==> config.mk <==
export PLATFORM = sky130hd
export DESIGN_NAME = instr_issue_ctrl
export DESIGN_NICKNAME = d
export VERILOG_FILES = /design/src/rtl/instr_issue_ctrl.sv
export SDC_FILE = /design/constraint.sdc
export NUM_CORES = 1
export LEC_CHECK = 0
export CAP_MARGIN = 5
export CORE_ASPECT_RATIO = 1.75
export CORE_UTILIZATION = 45
export CTS_CLUSTER_SIZE = 14
export DETAILED_ROUTE_END_ITERATION = 12
export GPL_TIMING_DRIVEN = 0
export PLACE_DENSITY = 0.78
export SLEW_MARGIN = 5
export SYNTH_ARGS = -nofsm -noshare
export SYNTH_HDL_FRONTEND = slang
export SYNTH_SLANG_ARGS = --single-unit
==> constraint.sdc <==
create_clock -name clk -period 4.65 [get_ports clk]
set_clock_uncertainty 0.05 [all_clocks]
set_input_delay 1.395 -clock clk [delete_from_list [all_inputs] [get_ports clk]]
set_output_delay 1.395 -clock clk [all_outputs]
set_load 0.01 [all_outputs]
==> src/rtl/instr_issue_ctrl.sv <==
// Register-scoreboard issue control: stalls decoded instructions on RAW/WAW hazards,
// in-flight limit or branch back-pressure, and strobes one execution branch per issue.
module instr_issue_ctrl #(
    parameter int MAX_INFLIGHT = 4,
    parameter int N_BRANCHES   = 4,
    localparam int BW = (N_BRANCHES > 1) ? $clog2(N_BRANCHES) : 1
) (
    input  logic                  clk,
    input  logic                  reset,
    input  logic                  in_valid,
    output logic                  in_ready,
    input  logic [3:0]            src_a,
    input  logic [3:0]            src_b,
    input  logic [3:0]            src_c,
    input  logic                  src_a_reg,
    input  logic                  src_b_reg,
    input  logic                  src_c_reg,
    input  logic                  src_a_needed,
    input  logic                  src_b_needed,
    input  logic                  src_c_needed,
    input  logic [3:0]            dest,
    input  logic                  commits,
    input  logic [BW-1:0]         branch,
    input  logic [N_BRANCHES-1:0] branch_ready,
    output logic [N_BRANCHES-1:0] issue_valid,
    output logic [3:0]            issue_dest,
    input  logic                  commit_valid,
    input  logic [3:0]            commit_dest,
    input  logic                  flush,
    output logic [3:0]            inflight,
    output logic                  idle,
    output logic                  err_commit
);

    localparam int unsigned NB      = N_BRANCHES;
    localparam logic [3:0]  MAX_CNT = 4'(MAX_INFLIGHT);

    logic [15:0]           r_pending;
    logic [3:0]            r_inflight;
    logic [N_BRANCHES-1:0] r_issue_valid;
    logic [3:0]            r_issue_dest;
    logic                  r_err_commit;

    logic [N_BRANCHES-1:0] w_branch_oh;
    logic                  w_branch_ok;
    logic                  w_haz_a;
    logic                  w_haz_b;
    logic                  w_haz_c;
    logic                  w_haz_waw;
    logic                  w_full;
    logic                  w_ready;
    logic                  w_issue;
    logic                  w_inc;
    logic                  w_dec;
    logic [15:0]           w_set;
    logic [15:0]           w_clr;

    // Decoding through a loop keeps out-of-range branch codes from ever looking ready.
    always_comb begin
        w_branch_oh = '0;
        for (int unsigned i = 0; i < NB; i++) begin
            if (32'(branch) == i) begin
                w_branch_oh[i] = 1'b1;
            end
        end
    end

    assign w_branch_ok = |(w_branch_oh & branch_ready);

    // Hazards look only at the registered scoreboard; a same-cycle commit does not bypass.
    assign w_haz_a   = src_a_needed & src_a_reg & r_pending[src_a];
    assign w_haz_b   = src_b_needed & src_b_reg & r_pending[src_b];
    assign w_haz_c   = src_c_needed & src_c_reg & r_pending[src_c];
    assign w_haz_waw = commits & r_pending[dest];
    assign w_full    = commits & (r_inflight == MAX_CNT);

    assign w_ready = ~reset & ~flush & w_branch_ok & ~w_haz_a & ~w_haz_b & ~w_haz_c
                     & ~w_haz_waw & ~w_full;
    assign w_issue = in_valid & w_ready;

    assign w_inc = w_issue & commits;
    assign w_dec = commit_valid & r_pending[commit_dest];
    assign w_set = w_inc ? (16'd1 << dest) : '0;
    assign w_clr = w_dec ? (16'd1 << commit_dest) : '0;

    always_ff @(posedge clk) begin
        if (reset) begin
            r_pending     <= '0;
            r_inflight    <= '0;
            r_issue_valid <= '0;
            r_issue_dest  <= '0;
            r_err_commit  <= 1'b0;
        end else if (flush) begin
            r_pending     <= '0;
            r_inflight    <= '0;
            r_issue_valid <= '0;
        end else begin
            // WAW stalling guarantees the set and clear bits never coincide.
            r_pending <= (r_pending & ~w_clr) | w_set;
            if (w_inc && !w_dec) begin
                r_inflight <= r_inflight + 4'd1;
            end else if (w_dec && !w_inc) begin
                r_inflight <= r_inflight - 4'd1;
            end
            if (commit_valid && !r_pending[commit_dest]) begin
                r_err_commit <= 1'b1;
            end
            r_issue_valid <= w_issue ? w_branch_oh : '0;
            if (w_issue) begin
                r_issue_dest <= dest;
            end
        end
    end

    assign in_ready    = w_ready;
    assign issue_valid = r_issue_valid;
    assign issue_dest  = r_issue_dest;
    assign inflight    = r_inflight;
    assign idle        = (r_inflight == 4'd0) && (r_pending == '0);
    assign err_commit  = r_err_commit;

endmodule

## Word-level counts from Yosys, hierarchy flattened

Index checks and enable logic that the tools add are counted.
W data, S select, Z words.

| storage, ports and cells | value |
|---|---|
| logic and storage cells | 82 |
| flip-flop bits (word level) | 29 |

| operators by class | value |
|---|---|
| bitwise operators | 30 |
| muxes and demuxes | 18 |
| add/sub/neg operators | 2 |
| shift operators | 2 |
| reduce and logical (&&, ||, !) cells | 16 |
| equal/unequal tests | 4 |
| $lt $le $gt $ge | 5 |

Operators with widths:

| operator | number |
|---|---|
| $mux W16 | 2 |
| $shl A1 B4 Y16 const A | 2 |
| $lt A4 B5 Y1 const B | 5 |
| $bmux W1 S4 | 5 |
| $and A1 B1 Y1 | 18 |
| $and A16 B16 Y16 | 1 |
| $logic_not A16 Y1 | 1 |
| $not A16 Y16 | 1 |
| $or A16 B16 Y16 | 1 |
| $mux W1 | 9 |
| $mux W4 | 2 |
| $not A1 Y1 | 8 |
| $add A4 B1 Y4 const B | 1 |
| $and A4 B4 Y4 | 1 |
| $eq A2 B2 Y1 const B | 2 |
| $eq A4 B3 Y1 const B | 1 |
| $logic_and A1 B1 Y1 | 4 |
| $logic_not A4 Y1 | 1 |
| $reduce_and A2 Y1 | 2 |
| $reduce_or A4 Y1 | 1 |
| $sub A4 B1 Y4 const B | 1 |
| $logic_not A1 Y1 | 3 |
| $reduce_or A3 Y1 | 1 |
| $eq A2 B1 Y1 const B | 1 |
| 3 further kinds | 3 |

## Depth between registers and ports, before layout

| depth | value |
|---|---|
| word-level depth | 16 |
| depth in mapped cells | 17 |
| mapped depth without buffers | 14 |

## Worst setup path before layout

Ideal clock, no wire load.

| path | value |
|---|---|
| path type | in2reg |
| start point | input port src_a[1] |
| end point | register r_inflight[3] (netlist: inflight[3]) |
| arrival time | 4.553 ns |
| slack | -0.023 ns |
| data required time | 4.530 ns |
| cell stages on the path | 17 |
| path through | clkbuf_1 -> mux4_2 -> nand2b_1 -> nand3_1 -> nand3_2 -> or2_1 -> buf_6 -> buf_8 -> a211oi_1 -> ha_1 -> inv_1 -> ha_1 -> a21o_1 -> a21oi_1 -> xnor2_1 -> or3_1 -> a21oi_1 |

| between the ends | value |
|---|---|
| word-level cells in the longest chain between the ends | 14 |
| elaborated cells between the ends (all ways) | 16 |

RTL lines:

| what | RTL line | RTL |
|---|---|---|
| from (decl) | 12 | `input logic [3:0] src_a,` |
| $bmux W1 S4 (*) | 71 | `assign w_haz_a = src_a_needed & src_a_reg & r_pending[src_a];` |
| $mux W1 (not written as such) (*) | 71 |  |
| $and A1 B1 Y1 (*) | 71 |  |
| $not A1 Y1 (*) | 77 | `assign w_ready = ~reset & ~flush & w_branch_ok & ~w_haz_a & ~w_haz_b & ~w_haz_c` |
| $and A1 B1 Y1 (*) (3 in series) | 77 |  |
| $and A1 B1 Y1 (*) (2 in series) | 78 | `& ~w_haz_waw & ~w_full;` |
| $and A1 B1 Y1 (*) | 79 | `assign w_issue = in_valid & w_ready;` |
| $and A1 B1 Y1 (*) | 81 | `assign w_inc = w_issue & commits;` |
| $logic_not A1 Y1 | 102 | `end else if (w_dec && !w_inc) begin` |
| $logic_and A1 B1 Y1 | 102 |  |
| $reduce_bool A2 Y1 (no source line) | n/a |  |
| to (signal assigned) | 101 | `r_inflight <= r_inflight + 4'd1;` |
| to (signal assigned) | 103 | `r_inflight <= r_inflight - 4'd1;` |
| to (decl) | 39 | `logic [3:0] r_inflight;` |

Mark *: on every way between the ends. The rest lies on a longest branch, timed or not. The select of a mux whose other input is x is not followed.
A chain may end at the register's enable or synchronous reset.

## Final worst setup path

| path | value |
|---|---|
| start point | input port src_c[0] |
| end point | output port in_ready |

| between the ends | value |
|---|---|
| word-level cells in the longest chain between the ends | 7 |

RTL lines:

| what | RTL line | RTL |
|---|---|---|
| from (decl) | 14 | `input logic [3:0] src_c,` |
| $bmux W1 S4 | 73 | `assign w_haz_c = src_c_needed & src_c_reg & r_pending[src_c];` |
| $mux W1 (not written as such) | 73 |  |
| $and A1 B1 Y1 | 73 |  |
| $not A1 Y1 | 77 |  |
| $and A1 B1 Y1 | 77 |  |
| $and A1 B1 Y1 (2 in series) | 78 |  |
| to (decl) | 11 | `output logic in_ready,` |

Every way passes these cells. The select of a mux whose other input is x is not followed.

==> summary.md <==
| Metric | Value |
|---|---|
| Crit path required time | `3200 ps` |
| Crit-path cells | `buf_6, mux4_2, mux2_4, nand4_1, o2111ai_2, or2_1, buf_6, a21oi_2, buf_2` |
| Worst r2r src | `r_pending[8]` |
| Number of diodes | `0` |
| Via count | `2286` |
| Setup TNS | `0 ps` |
| Number of buffers inserted during clock tree synthesis | `5` |
| CTS tree | `built` |
| Area after DPL | `0.002815 mm^2` |
| Post-route cell area | `0.002975 mm^2` |
| Global-route usage over all layers | `27.17%` |
| Status | `finished clean` |
| Delay-heaviest family, CP | `multiplexers` |
| Die width | `55.38 um` |
| Slew HR | `58.76%` |
| # setup viols final | `0` |
| Hold Crit Class | `register to register` |
| Effective utilization at floorplan | `47.25%` |
| Netlist cell types | `60` |
| Gpl congestion | `0.9517` |
| R2r worst-path depth | `15` |
| Die Span Y | `95.41 um` |
| Gr busiest metal | `met2` |
| WL/cell | `20.27 um` |
| Yosys Warn Count | `0` |
| Asr flop ratio synth | `0%` |
| Dpl ws | `-1126 ps` |
| Synthesized cell area | `0.002243 mm^2` |
| Die Area | `0.005283 mm^2` |
| Met3 usage | `3.256%` |
| Hold depth | `2` |
| Final Hold Viols | `0` |
| CTS max path bufs | `2` |
| Leak | `1.135 nW` |
| Fill cells | `420` |
| Min Tclk post-route | `4551 ps` |
| Worst Path Buf+Inv | `3` |
| Synth Register Bits | `29` |
| Worst-Margin Slew | `618.6 ps` |
| Post-synthesis sequential area ratio | `25.88%` |
| First-pass GRT wire length | `11270 um` |
| Core ar. | `0.004748 mm^2` |
| PortBufs | `50` |
| Reg clk slew, reported paths | `60 ps` |
| Crit Reg-Reg Endpoint | `inflight[3]` |
| Maximum clock frequency | `219.7 MHz` |
| Min-delay src | `issue_dest[0]` |
| Clock Latency Late Sink | `280 ps` |
| Count of pins over their slew limit | `0` |
| H-tree depth | `2` |
| Ys flop type | `dfxtp_1` |
| Slowest stage delay, CP | `490 ps` |
| Gate Count Post-Synth | `226` |
| Fin cells | `343` |
| Sink Count | `29` |
| Setup WS post-layout | `99.27 ps` |
| Crit share post-route | `97.87%` |
| Drt total wl | `6952 um` |
| Worst reg2reg setup slack | `1070 ps` |
| Met2 usage | `48.69%` |
| Final Util | `62.66%` |
| Mapped Nets | `268` |
| DR DRC count | `0` |
| Startpoint types | `primary input` |
| Initial antenna violation count | `0` |
| Nets | `332` |
| Critical path type | `primary input to primary output` |
| Area occupied by registers | `580.6 um^2` |
| CP max FO | `11` |
| Root buffer cell | `clkbuf_8` |
| Fin Hold WS | `425.1 ps` |
| CP max-delay cell | `mux4_2` |
| DP Cell Count | `328` |
| Number of enable flip-flop cells after synthesis | `0` |
| Max VDD drop | `0.1495 mV` |
| Worst EP arrival | `3110 ps` |
| WHS Endpoint | `issue_dest[0]` |
| Grt met1 use | `30.30%` |
| DRT antenna net count | `0` |
| Num rows | `33` |
| Area taken by multi-input logic gates | `0.001577 mm^2` |
| Pin count of the biggest net entering global routing | `11` |
| PD cells | `195.1 mW/mm^2` |
| Area Growth Syn to Fin | `32.63%` |
| IO Pins | `53` |
| Mean Syn Cell Area | `9.927 um^2` |
| Ratio of cells with drive above 1 in the final layout | `19.59%` |
| Total grt overflow | `0` |
| CP Depth | `9` |
| Vias in the first global route | `2342` |
| Dpl hpwl | `5002 um` |
| Cell mode on critical path | `buf_6` |
| Setup crit end kind | `primary output` |
| Drt pass-1 iters | `4` |
| DRT iter0 DRCs | `133` |
| Post-DR vias/cell | `6.665` |
| Max-cap viol count | `0` |
| Total power | `0.5804 mW` |
| RSZ-0062 raised after global routing | `false` |
-- cells in the final DEF (no fill, tap or decap), types with 6 or more instances in the layout --
master	netlist	layout
nand3_1	6	6
dfxtp_1	29	29
clkdlybuf4s50_1	0	36
o211ai_1	13	13
buf_4	2	11
nand2_1	15	15
nor2_1	10	8
mux2i_1	19	19
mux4_2	8	10
a21oi_1	7	6
nand2b_1	11	11
o41ai_1	16	16
inv_1	6	6
-- timing repair --
action	in CTS	in global routing
buffers inserted	8	0
resized for setup	37	8
setup endpoints to repair	4	2
hold buffers	0	0
pin swaps	9	4
-- worst reg2reg max path: stages, from the launching register on --
cell,delay [ps]
dfxtp_1,420
mux4_2,500
mux2_4,270
nand4_1,80
o2111ai_2,130
or2_1,260
buf_6,150
a211oi_2,200
ha_2,210
inv_1,80
ha_1,270
a21o_1,170
a21oi_1,170
xnor2_1,90
or3_1,300
a21oi_1,140
-- metal layers --
| metal | part of all wire (%) | vias to the layer above |
|---|---|---|
| li1 | - | 1040 |
| met1 | 36 | 1080 |
| met2 | 51 | 132 |
| met3 | 7.3 | 34 |
| met4 | 5.6 | 0 |
| met5 | 0 | - |
-- cell usage after synthesis (3+ instances only) --
cell type | instances | area [um^2]
buf_6 | 3 | 33.78
nor4_1 | 3 | 18.77
nand3_1 | 6 | 30.03
and3_1 | 5 | 31.28
nand4_1 | 5 | 31.28
nor2_1 | 10 | 37.54
o211ai_1 | 13 | 97.59
o41ai_1 | 16 | 140.1
inv_1 | 6 | 22.52
a22oi_1 | 3 | 22.52
mux4_1 | 3 | 78.83
o311ai_0 | 4 | 35.03
mux2i_1 | 19 | 190.2
ha_1 | 3 | 37.54
mux4_2 | 8 | 180.2
dfxtp_1 | 29 | 580.6
nand2b_1 | 11 | 68.82
nor2b_1 | 5 | 31.28
a21oi_1 | 7 | 35.03
nand2_1 | 15 | 56.30
-- power by group --
group          internal (mW)  leakage, nW  switching, mW
sequential             0.251        0.234        0.00205
combinational         0.0675        0.862         0.0627
clock                  0.106       0.0395         0.0912
total                  0.424         1.14          0.156
-- worst max-delay path by stage --
stage | startpoint | endpoint | slack (ps)
after CTS | src_c[0] | in_ready | 8
after floorplan | src_b[0] | inflight[3] | 20
after global placement | src_c[0] | in_ready | -1140
final | src_c[0] | in_ready | 100
after detailed placement | src_c[0] | in_ready | -1130
after global routing | src_c[0] | in_ready | 50
-- state kept, by name (all words and copies together) (netlist names) --
signal / cells
issue_dest: 4
issue_valid: 4
err_commit: 1
r_pending: 16
inflight: 4
-- area by class of cell --
| type | instances | share of cell area (%) |
|---|---|---|
| inverters | 6 | 0.7569 |
| clock buffers | 8 | 2.691 |
| flip-flops and latches | 29 | 19.51 |
| well taps | 52 | 2.187 |
| repair buffers | 58 | 18.63 |
| plain buffers | 10 | 3.238 |
| multi-input cells | 180 | 52.99 |
-- cells by family after synthesis --
logic type / count (synthesis) / share of synthesized area [%]
mux: 35 / 23.15
flops: 29 / 25.88
buf+inv: 17 / 5.633
fa+ha+maj: 4 / 2.566
simple gates: 77 / 19.30
xor+xnor: 3 / 1.171
compound gates: 61 / 22.31
No activity file was read; power rests on OpenSTA's default activity.
